**src/rtl/dm_cache_wt_ctrl_if.sv**
```systemverilog
// Core load/store port and line-wide main-memory port of dm_cache_wt_ctrl.
// Optional hit/miss counters appear when CACHE_PERF_CNT_EN is defined.
interface dm_cache_wt_ctrl_if #(
  parameter int ADDR_W         = 10,
  parameter int WORD_W         = 32,
  parameter int WORDS_PER_LINE = 4
);
  localparam int OFF_W  = $clog2(WORDS_PER_LINE);
  localparam int LINE_W = WORD_W * WORDS_PER_LINE;

  logic                    RE;
  logic                    WE;
  logic [ADDR_W-1:0]       A;
  logic [WORD_W-1:0]       DataIn;
  logic [WORD_W-1:0]       DataOut;
  logic                    stall;
  logic                    mem_rd;
  logic                    mem_wr;
  logic [ADDR_W-OFF_W-1:0] mem_addr;
  logic [OFF_W-1:0]        mem_word;
  logic [WORD_W-1:0]       mem_wdata;
  logic [LINE_W-1:0]       mem_rdata;
  logic                    mem_done;
`ifdef CACHE_PERF_CNT_EN
  logic [31:0]             hit_cnt;
  logic [31:0]             miss_cnt;

  modport master (output RE, WE, A, DataIn, mem_rdata, mem_done,
                  input  DataOut, stall, mem_rd, mem_wr, mem_addr, mem_word, mem_wdata,
                         hit_cnt, miss_cnt);
  modport slave  (input  RE, WE, A, DataIn, mem_rdata, mem_done,
                  output DataOut, stall, mem_rd, mem_wr, mem_addr, mem_word, mem_wdata,
                         hit_cnt, miss_cnt);
`else
  modport master (output RE, WE, A, DataIn, mem_rdata, mem_done,
                  input  DataOut, stall, mem_rd, mem_wr, mem_addr, mem_word, mem_wdata);
  modport slave  (input  RE, WE, A, DataIn, mem_rdata, mem_done,
                  output DataOut, stall, mem_rd, mem_wr, mem_addr, mem_word, mem_wdata);
`endif
endinterface

```
**src/rtl/dm_cache_wt_ctrl.sv**
```systemverilog
// Direct-mapped, write-through, no-write-allocate cache with line refill from main memory.
// Define CACHE_PERF_CNT_EN to add saturating hit_cnt/miss_cnt outputs.
module dm_cache_wt_ctrl #(
  parameter int ADDR_W         = 10,
  parameter int WORD_W         = 32,
  parameter int WORDS_PER_LINE = 4,
  parameter int LINES          = 32
) (
  input  logic              clk,
  input  logic              RST,
  dm_cache_wt_ctrl_if.slave bus
);
  localparam int OFF_W = $clog2(WORDS_PER_LINE);
  localparam int IDX_W = $clog2(LINES);
  localparam int TAG_W = ADDR_W - IDX_W - OFF_W;

  typedef enum logic [1:0] {IDLE, RD_MISS, WR_THRU} state_t;

  state_t             state_reg, state_next;
  logic [LINES-1:0]   valid_reg;
  logic [TAG_W-1:0]   tag_mem [LINES];
  logic [WORD_W-1:0]  word_rd [WORDS_PER_LINE];

  logic [OFF_W-1:0]   off;
  logic [IDX_W-1:0]   idx;
  logic [TAG_W-1:0]   tag;
  logic               hit;
  logic               refill;
  logic               wr_hit_done;

  logic               stall;
  logic               mem_rd;
  logic               mem_wr;
  logic [WORD_W-1:0]  data_out;

  assign off = bus.A[OFF_W-1:0];
  assign idx = bus.A[OFF_W +: IDX_W];
  assign tag = bus.A[ADDR_W-1 -: TAG_W];
  assign hit = valid_reg[idx] && (tag_mem[idx] == tag);

  assign refill      = (state_reg == RD_MISS) && bus.mem_done;
  assign wr_hit_done = (state_reg == WR_THRU) && bus.mem_done && hit;

  // One bank per word slot so a write hit touches only its own word.
  generate
    for (genvar gi = 0; gi < WORDS_PER_LINE; gi++) begin : g_bank
      logic [WORD_W-1:0] bank [LINES];
      always_ff @(posedge clk) begin
        if (refill)
          bank[idx] <= bus.mem_rdata[gi*WORD_W +: WORD_W];
        else if (wr_hit_done && (off == OFF_W'(gi)))
          bank[idx] <= bus.DataIn;
      end
      assign word_rd[gi] = bank[idx];
    end
  endgenerate

  always_ff @(posedge clk) begin
    if (refill)
      tag_mem[idx] <= tag;
  end

  always_ff @(posedge clk or negedge RST) begin
    if (!RST)
      valid_reg <= '0;
    else if (refill)
      valid_reg[idx] <= 1'b1;
  end

  always_ff @(posedge clk or negedge RST) begin
    if (!RST)
      state_reg <= IDLE;
    else
      state_reg <= state_next;
  end

  always_comb begin
    state_next = state_reg;
    case (state_reg)
      IDLE: begin
        if (bus.WE)
          state_next = WR_THRU;
        else if (bus.RE && !hit)
          state_next = RD_MISS;
      end
      RD_MISS, WR_THRU: begin
        if (bus.mem_done)
          state_next = IDLE;
      end
      default: state_next = IDLE;
    endcase
  end

  // Reset also masks the combinational core-side outputs so a held request is not stalled.
  always_comb begin
    stall    = 1'b0;
    data_out = '0;
    mem_rd   = (state_reg == RD_MISS);
    mem_wr   = (state_reg == WR_THRU);
    case (state_reg)
      IDLE: begin
        stall = bus.WE || (bus.RE && !hit);
        if (!bus.WE && bus.RE && hit)
          data_out = word_rd[off];
      end
      default: stall = 1'b1;
    endcase
    if (!RST) begin
      stall    = 1'b0;
      data_out = '0;
    end
  end

  assign bus.stall     = stall;
  assign bus.DataOut   = data_out;
  assign bus.mem_rd    = mem_rd;
  assign bus.mem_wr    = mem_wr;
  assign bus.mem_addr  = (mem_rd || mem_wr) ? bus.A[ADDR_W-1:OFF_W] : '0;
  assign bus.mem_word  = mem_wr ? off : '0;
  assign bus.mem_wdata = mem_wr ? bus.DataIn : '0;

`ifdef CACHE_PERF_CNT_EN
  logic [31:0] hit_cnt_reg;
  logic [31:0] miss_cnt_reg;
  logic        refill_flag_reg;

  // The held read that hits right after its own refill was already counted as a miss.
  always_ff @(posedge clk or negedge RST) begin
    if (!RST) begin
      hit_cnt_reg     <= '0;
      miss_cnt_reg    <= '0;
      refill_flag_reg <= 1'b0;
    end else begin
      refill_flag_reg <= refill;
      if (state_reg == IDLE) begin
        if (bus.WE) begin
          if (hit && hit_cnt_reg != '1)
            hit_cnt_reg <= hit_cnt_reg + 32'd1;
          else if (!hit && miss_cnt_reg != '1)
            miss_cnt_reg <= miss_cnt_reg + 32'd1;
        end else if (bus.RE) begin
          if (hit && !refill_flag_reg && hit_cnt_reg != '1)
            hit_cnt_reg <= hit_cnt_reg + 32'd1;
          else if (!hit && miss_cnt_reg != '1)
            miss_cnt_reg <= miss_cnt_reg + 32'd1;
        end
      end
    end
  end

  assign bus.hit_cnt  = hit_cnt_reg;
  assign bus.miss_cnt = miss_cnt_reg;
`endif
endmodule

```
**src/flat_wrapper.sv**
```systemverilog
// flat-port wrapper written by rule: the top's interface ports become plain ports
module dm_cache_wt_ctrl_flat 
#(
  parameter int ADDR_W         = 10,
  parameter int WORD_W         = 32,
  parameter int WORDS_PER_LINE = 4,
  parameter int LINES          = 32
)
  (clk, RST, bus_RE, bus_WE, bus_A, bus_DataIn, bus_mem_rdata, bus_mem_done, bus_DataOut, bus_stall, bus_mem_rd, bus_mem_wr, bus_mem_addr, bus_mem_word, bus_mem_wdata);
  dm_cache_wt_ctrl_if #(.ADDR_W(ADDR_W), .WORD_W(WORD_W), .WORDS_PER_LINE(WORDS_PER_LINE)) bus_i ();
  input  logic clk;
  input  logic RST;
  input wire logic [$bits(bus_i.RE)-1:0] bus_RE;
  input wire logic [$bits(bus_i.WE)-1:0] bus_WE;
  input wire logic [$bits(bus_i.A)-1:0] bus_A;
  input wire logic [$bits(bus_i.DataIn)-1:0] bus_DataIn;
  input wire logic [$bits(bus_i.mem_rdata)-1:0] bus_mem_rdata;
  input wire logic [$bits(bus_i.mem_done)-1:0] bus_mem_done;
  output wire logic [$bits(bus_i.DataOut)-1:0] bus_DataOut;
  output wire logic [$bits(bus_i.stall)-1:0] bus_stall;
  output wire logic [$bits(bus_i.mem_rd)-1:0] bus_mem_rd;
  output wire logic [$bits(bus_i.mem_wr)-1:0] bus_mem_wr;
  output wire logic [$bits(bus_i.mem_addr)-1:0] bus_mem_addr;
  output wire logic [$bits(bus_i.mem_word)-1:0] bus_mem_word;
  output wire logic [$bits(bus_i.mem_wdata)-1:0] bus_mem_wdata;
  assign bus_i.RE = bus_RE;
  assign bus_i.WE = bus_WE;
  assign bus_i.A = bus_A;
  assign bus_i.DataIn = bus_DataIn;
  assign bus_i.mem_rdata = bus_mem_rdata;
  assign bus_i.mem_done = bus_mem_done;
  assign bus_DataOut = bus_i.DataOut;
  assign bus_stall = bus_i.stall;
  assign bus_mem_rd = bus_i.mem_rd;
  assign bus_mem_wr = bus_i.mem_wr;
  assign bus_mem_addr = bus_i.mem_addr;
  assign bus_mem_word = bus_i.mem_word;
  assign bus_mem_wdata = bus_i.mem_wdata;
  dm_cache_wt_ctrl #(.ADDR_W(ADDR_W), .WORD_W(WORD_W), .WORDS_PER_LINE(WORDS_PER_LINE), .LINES(LINES)) u_core (.clk(clk), .RST(RST), .bus(bus_i));
endmodule
```
**config.mk**
```make
export PLATFORM = sky130hd
export DESIGN_NAME = dm_cache_wt_ctrl_flat
export DESIGN_NICKNAME = d
export VERILOG_FILES = /design/src/rtl/dm_cache_wt_ctrl_if.sv /design/src/rtl/dm_cache_wt_ctrl.sv /design/src/flat_wrapper.sv
export SDC_FILE = /design/constraint.sdc
export NUM_CORES = 2
export LEC_CHECK = 0
export CORE_UTILIZATION = 60
export DETAILED_ROUTE_END_ITERATION = 8
export PLACE_DENSITY_LB_ADDON = 0.2
export SYNTH_ARGS = -nofsm -noshare
export SYNTH_HDL_FRONTEND = slang
export SYNTH_MEMORY_MAX_BITS = 65536
export SYNTH_SLANG_ARGS = --single-unit
```
**constraint.sdc**
```tcl
create_clock -name clk -period 11.4 [get_ports clk]
set_input_delay 2.28 -clock clk [delete_from_list [all_inputs] [get_ports clk]]
set_output_delay 2.28 -clock clk [all_outputs]
set_load 0.05 [all_outputs]
```
* Word level (Yosys, flattened, before mapping) *
Memory sizes are Yosys's and may differ from the RTL's.
Index checks and enable logic that the tools add are counted.

storage, ports and cells
  register bits after elaboration = 34
  RAM bits = 4,192
  bits of input ports = 175
  output and inout bits = 77
  logic and storage cells = 81
  memories = 5

operators by class
  magnitude comparators = 3
  equality and inequality tests = 8
  muxes and demuxes = 37
  bitwise operators = 6
  reductions and logical operators = 20

memory list
  name                   words  width  read ports  clocked after memory_dff  write ports  line                    source
  u_core.g_bank[0].bank  32     32     1           0                         1            dm_cache_wt_ctrl.sv:47  logic [WORD_W-1:0] bank [LINES];
  u_core.g_bank[1].bank  32     32     1           0                         1            dm_cache_wt_ctrl.sv:47
  u_core.g_bank[2].bank  32     32     1           0                         1            dm_cache_wt_ctrl.sv:47
  u_core.g_bank[3].bank  32     32     1           0                         1            dm_cache_wt_ctrl.sv:47
  u_core.tag_mem         32     3      1           0                         1            dm_cache_wt_ctrl.sv:21  logic [TAG_W-1:0] tag_mem [LINES];

operators with widths
  cell                                                                                  number
  32-bit two-way mux                                                                    10
  32-bit binary-select mux with 2-bit select                                            1
  32-bit bitwise OR                                                                     1
  1-bit two-way mux                                                                     18
  1-bit logical AND                                                                     12
  2-bit two-way mux                                                                     4
  8-bit two-way mux                                                                     1
  2-bit == test (second input constant)                                                 3
  5-bit by 6-bit < comparator with 1-bit output (second input constant)                 1
  1-bit binary-select mux with 5-bit select                                             1
  1-bit demux with 5-bit select                                                         1
  5-bit by 1-bit greater-or-equal comparator with 1-bit output (second input constant)  1
  2-bit by 1-bit == test with 1-bit output (second input constant)                      2
  2-bit logical NOT                                                                     2
  1-bit bitwise OR                                                                      4
  2-bit one-hot mux with 2 select lines                                                 1
  3-bit == test                                                                         1
  3-bit greater-or-equal comparator (second input constant)                             1
  3-bit by 2-bit inequality test with 1-bit output (second input constant)              1
  2-bit inverter with 3-bit output                                                      1
  1-bit logical NOT                                                                     2
  1-bit logical OR                                                                      2
  2-bit inequality test (second input constant)                                         1
  2-bit AND reduction                                                                   1
  2-bit OR reduction                                                                    1

* Longest topological paths before layout *
  word-level depth = 9
  depth in mapped cells = 13
  mapped depth without buffers = 7

* Least setup slack after synthesis *
Ideal clock, no wire load.

  path kind = input port to output port
  start point = input port bus_A[2]
  end point = output port bus_DataOut[5]
  arrival time = 4.956 ns
  data required time = 9.120 ns
  setup slack = 4.164 ns
  cell stages on the path = 11
  path buffers = 6
  path through = buf_6 buf_6 buf_4 buf_2 clkbuf_1 buf_2 mux4_2 o22ai_1 nor4_1 mux4_2 nor2b_1

between the ends
  word-level cells in the longest chain between the ends = 7
  elaborated cells on any way between the ends = 16
  those cells by class = eq/ne (1); mux (8); reduce/logical (2); memory (5)

RTL lines
  element                                                                        line                                              source
  start, declared                                                                flat_wrapper.sv:15                                input wire logic [$bits(bus_i.A)-1:0] bus_A;
  memory read 32 x 32 bit, or another cell as far along                          n/a
  32-bit binary-select mux with 2-bit select, or another cell as far along       dm_cache_wt_ctrl.sv:104                           data_out = word_rd[off];
  32-bit two-way mux (not written as such) or 1-bit logical AND (tied branches)  dm_cache_wt_ctrl.sv:104, dm_cache_wt_ctrl.sv:39
  32-bit two-way mux (not written as such) or 1-bit logical AND (tied branches)  dm_cache_wt_ctrl.sv:104, dm_cache_wt_ctrl.sv:103
  32-bit two-way mux (*)                                                         dm_cache_wt_ctrl.sv:103                           if (!bus.WE && bus.RE && hit)
  32-bit two-way mux (*)                                                         dm_cache_wt_ctrl.sv:100                           case (state_reg)
  32-bit two-way mux (*)                                                         dm_cache_wt_ctrl.sv:108                           if (!RST) begin
  end, declared                                                                  flat_wrapper.sv:19                                output wire logic [$bits(bus_i.DataOut)-1:0] bus_DataOut;

Every way passes the cells marked *; elsewhere a longest branch is shown, timed or not. The select of a mux whose other input is x is not followed.

* Final worst setup path *
  start point = input port bus_A[5]
  end point = output port bus_DataOut[7]

Same word-level chain as after synthesis.

==> results.sh <==
export IMPL_status="finished with violations"
export IMPL_failed_checks="DRC, capacitance limit, slew limit"
export IMPL_drive_above_1_share_pct=29.6
export IMPL_worst_pin_slew_ns=1.53
export IMPL_vias=84600
export IMPL_via_per_inst=7.34
export IMPL_cts_buffer_depth=4
export IMPL_hold_ws_ns=0.467
export IMPL_synth_avg_cell_area_um2=23.2
export IMPL_endpoint_kind="primary output"
export IMPL_ir_worst_vdd_v=0.000143
export IMPL_finalCritPeriodShare_pct=93.4
export IMPL_seq_area_frac_synth_pct=78.8
export IMPL_drcViolationCount=1
export IMPL_cts_hold_buf=0
export IMPL_ys_flop_type="edfxtp_1"
export IMPL_synth_area_um2=161000
export IMPL_synth_edff_count=4192
export IMPL_die_w_um=520
export IMPL_place_port_buffers=251
export IMPL_dr_pass1_iters=9
export IMPL_async_flop_share_pct=0.805
export IMPL_ctsResizeCount=0
export IMPL_power_total_w=0.0330
export IMPL_grt_pass1_wl_um=660000
export IMPL_rrSetupSlack_ns=6.17
export IMPL_htreeDepth=5
export IMPL_cp_start_kind="primary input"
export IMPL_yosysWarnings=0
export IMPL_hpwl_um=264000
export IMPL_cts_sinks=4226
export IMPL_holdPathEnd="u_core.valid_reg[15]$_DFFE_PN0P_"
export IMPL_drv_cap=2
export IMPL_fin_cells=11500
export IMPL_post_drt_wl_per_cell_um=42.3
export IMPL_arrival_ns=8.37
export IMPL_final_nets=7737
export IMPL_r2r_start="u_core.tag_mem[12][1]$_DFFE_PP_"
export IMPL_grt_pass1_vias=81200
export IMPL_final_common_cell="edfxtp_1"
export IMPL_fmax_mhz=93.9
export IMPL_fin_crit_ns=10.65
export IMPL_largest_reg_flops=4096
export IMPL_hold_path_depth=1
export IMPL_ys_seq_elements=4226
export IMPL_post_cts_buffers=0
export IMPL_initial_core_util_pct=60.5
export IMPL_die_h_um=520
export IMPL_synthCells=6937
export IMPL_placedCellCount=10700
export IMPL_clk_latency_ns=0.95
export IMPL_tns_ns=0
export IMPL_rr_worst_depth=9
export IMPL_synthToLayoutAreaGrowth_pct=14.2
export IMPL_leakagePower_nw=56.7
export IMPL_grt_max_degree=110
export IMPL_detail_route_antenna_nets=0
export IMPL_powerDensity_nw_per_um2=179
export IMPL_core_area_um2=266000
export IMPL_antenna_found_initial=61
export IMPL_clk_pin_slew_ns=0.06
export IMPL_setup_viol=0
export IMPL_reg2reg_to="u_core.g_bank[0].bank[12][22]$_DFFE_PP_"
export IMPL_ios=252
export IMPL_crit_required_ns=9.12
export IMPL_critPathKind="primary input to primary output"
export IMPL_slew_violations=3
export IMPL_gr_total_overflow=0
export IMPL_final_cell_mix="edfxtp_1, mux4_2, o22ai_1"
export IMPL_yosysUniqueCellTypes=50
export IMPL_rsz0062_at_grt="no"
export IMPL_clock_skew_ns=0.0751
export IMPL_gp_congestion=0.933
export IMPL_cts_tree="yes"
export IMPL_cts_made_buffers=410
export IMPL_hp_class="flop to flop"
export IMPL_wirelength_um=488000
export IMPL_num_rows=189
export IMPL_syn_nets=7115
export IMPL_die_area_um2=270000
export IMPL_hold_viol=0
export IMPL_hold_start="u_core.valid_reg[15]$_DFFE_PN0P_"
export IMPL_max_slew_margin_pct=-3.01
export IMPL_root_buffer="clkbuf_16"
export IMPL_cp_max_fo=33
export IMPL_grtUsageTotal_pct=36.2
export IMPL_first_iter_violations=14100
[where the power goes]
part	switching [W]	total, W	internal [W]
Combinational	0.00154	0.00230	0.000764
Sequential	0.0000380	0.0172	0.0172
Clock	0.00577	0.0134	0.00764
Total	0.00735	0.0330	0.0256
[synth_stat cells, drive strengths merged (3+ instances only)]
master	instances	area share [%]
or4	5	0.023
buf	184	0.64
and2	46	0.18
mux2	128	0.90
nor2b	34	0.13
nor2	166	0.39
nor3	3	0.026
a21oi	3	0.012
or4bb	6	0.042
nor3b	4	0.025
nor4	132	0.51
mux2i	48	0.30
edfxtp	4192	78
nand4b	4	0.022
mux4	1064	15
or2	33	0.13
a22oi	5	0.023
or4b	4	0.025
dfrtp	34	0.53
o22ai	536	2.1
nand2	41	0.096
nand3b	3	0.014
ha	3	0.023
nand3	6	0.019
and4	4	0.022
clkbuf	224	0.52
[metal layers]
metal	vias to the layer above	global-route usage (%)	wire length [um]
met5	-	0	239
met4	32	23.1	33900
met3	1328	11.5	72300
met2	7595	52.4	221000
met1	44300	48.4	161000
li1	31300	-	-
[critical path, cell delays in order]
cell             delay (ns)
clkdlybuf4s50_1        0.91
buf_4                  0.42
nand2_1                0.09
or2_4                  0.83
buf_12                 0.33
buf_4                  0.30
o22ai_1                0.14
nor4_1                 0.91
buf_4                  0.35
mux4_2                 0.29
nor2b_1                0.52
clkdlybuf4s50_1        0.92
[worst max path at each step]
stage | start | to | slack, ns | depth (start not counted)
5_1_grt | bus_A[5] | bus_DataOut[7] | 0.97 | 12
3_5_place_dp | bus_A[5] | bus_DataOut[7] | 1.16 | 12
3_3_place_gp | bus_A[5] | bus_DataOut[7] | 1.28 | 12
6_report | bus_A[5] | bus_DataOut[7] | 0.75 | 12
2_1_floorplan | bus_A[2] | bus_DataOut[5] | 4.16 | 11
4_1_cts | bus_A[5] | bus_DataOut[7] | 1.10 | 12
[layout make-up]
type,count,area (um2)
clock buffer,496,10800
tap,3533,4420
timing repair buffer,618,5640
multi-input combinational,2301,33500
antenna,83,208
sequential,4226,127000
clock inverter,254,2420
inverter,2,7.51
fill,15700,82100
[per-stage QoR]
step	worst slack [ns]	instance area [um2]	util, %
global route	0.973	184000	69.0
CTS	1.10	183000	69.0
detailed placement	1.16	170000	64.1
global placement	1.28	170000	64.1
finish	0.750	184000	69.1
floorplan	4.16	161000	-
[cells by family after synthesis]
| family | after synthesis | share of synthesized area (%) |
|---|---|---|
| adder cells (fa/ha/maj) | 3 | 0.0234 |
| buffers and inverters | 410 | 1.17 |
| flip-flops | 4226 | 78.8 |
| AND/OR/NAND/NOR | 502 | 1.71 |
| AO/OA/AOI/OAI | 556 | 2.17 |
| multiplexers | 1240 | 16.1 |
Power figures use the tool's default switching activity.
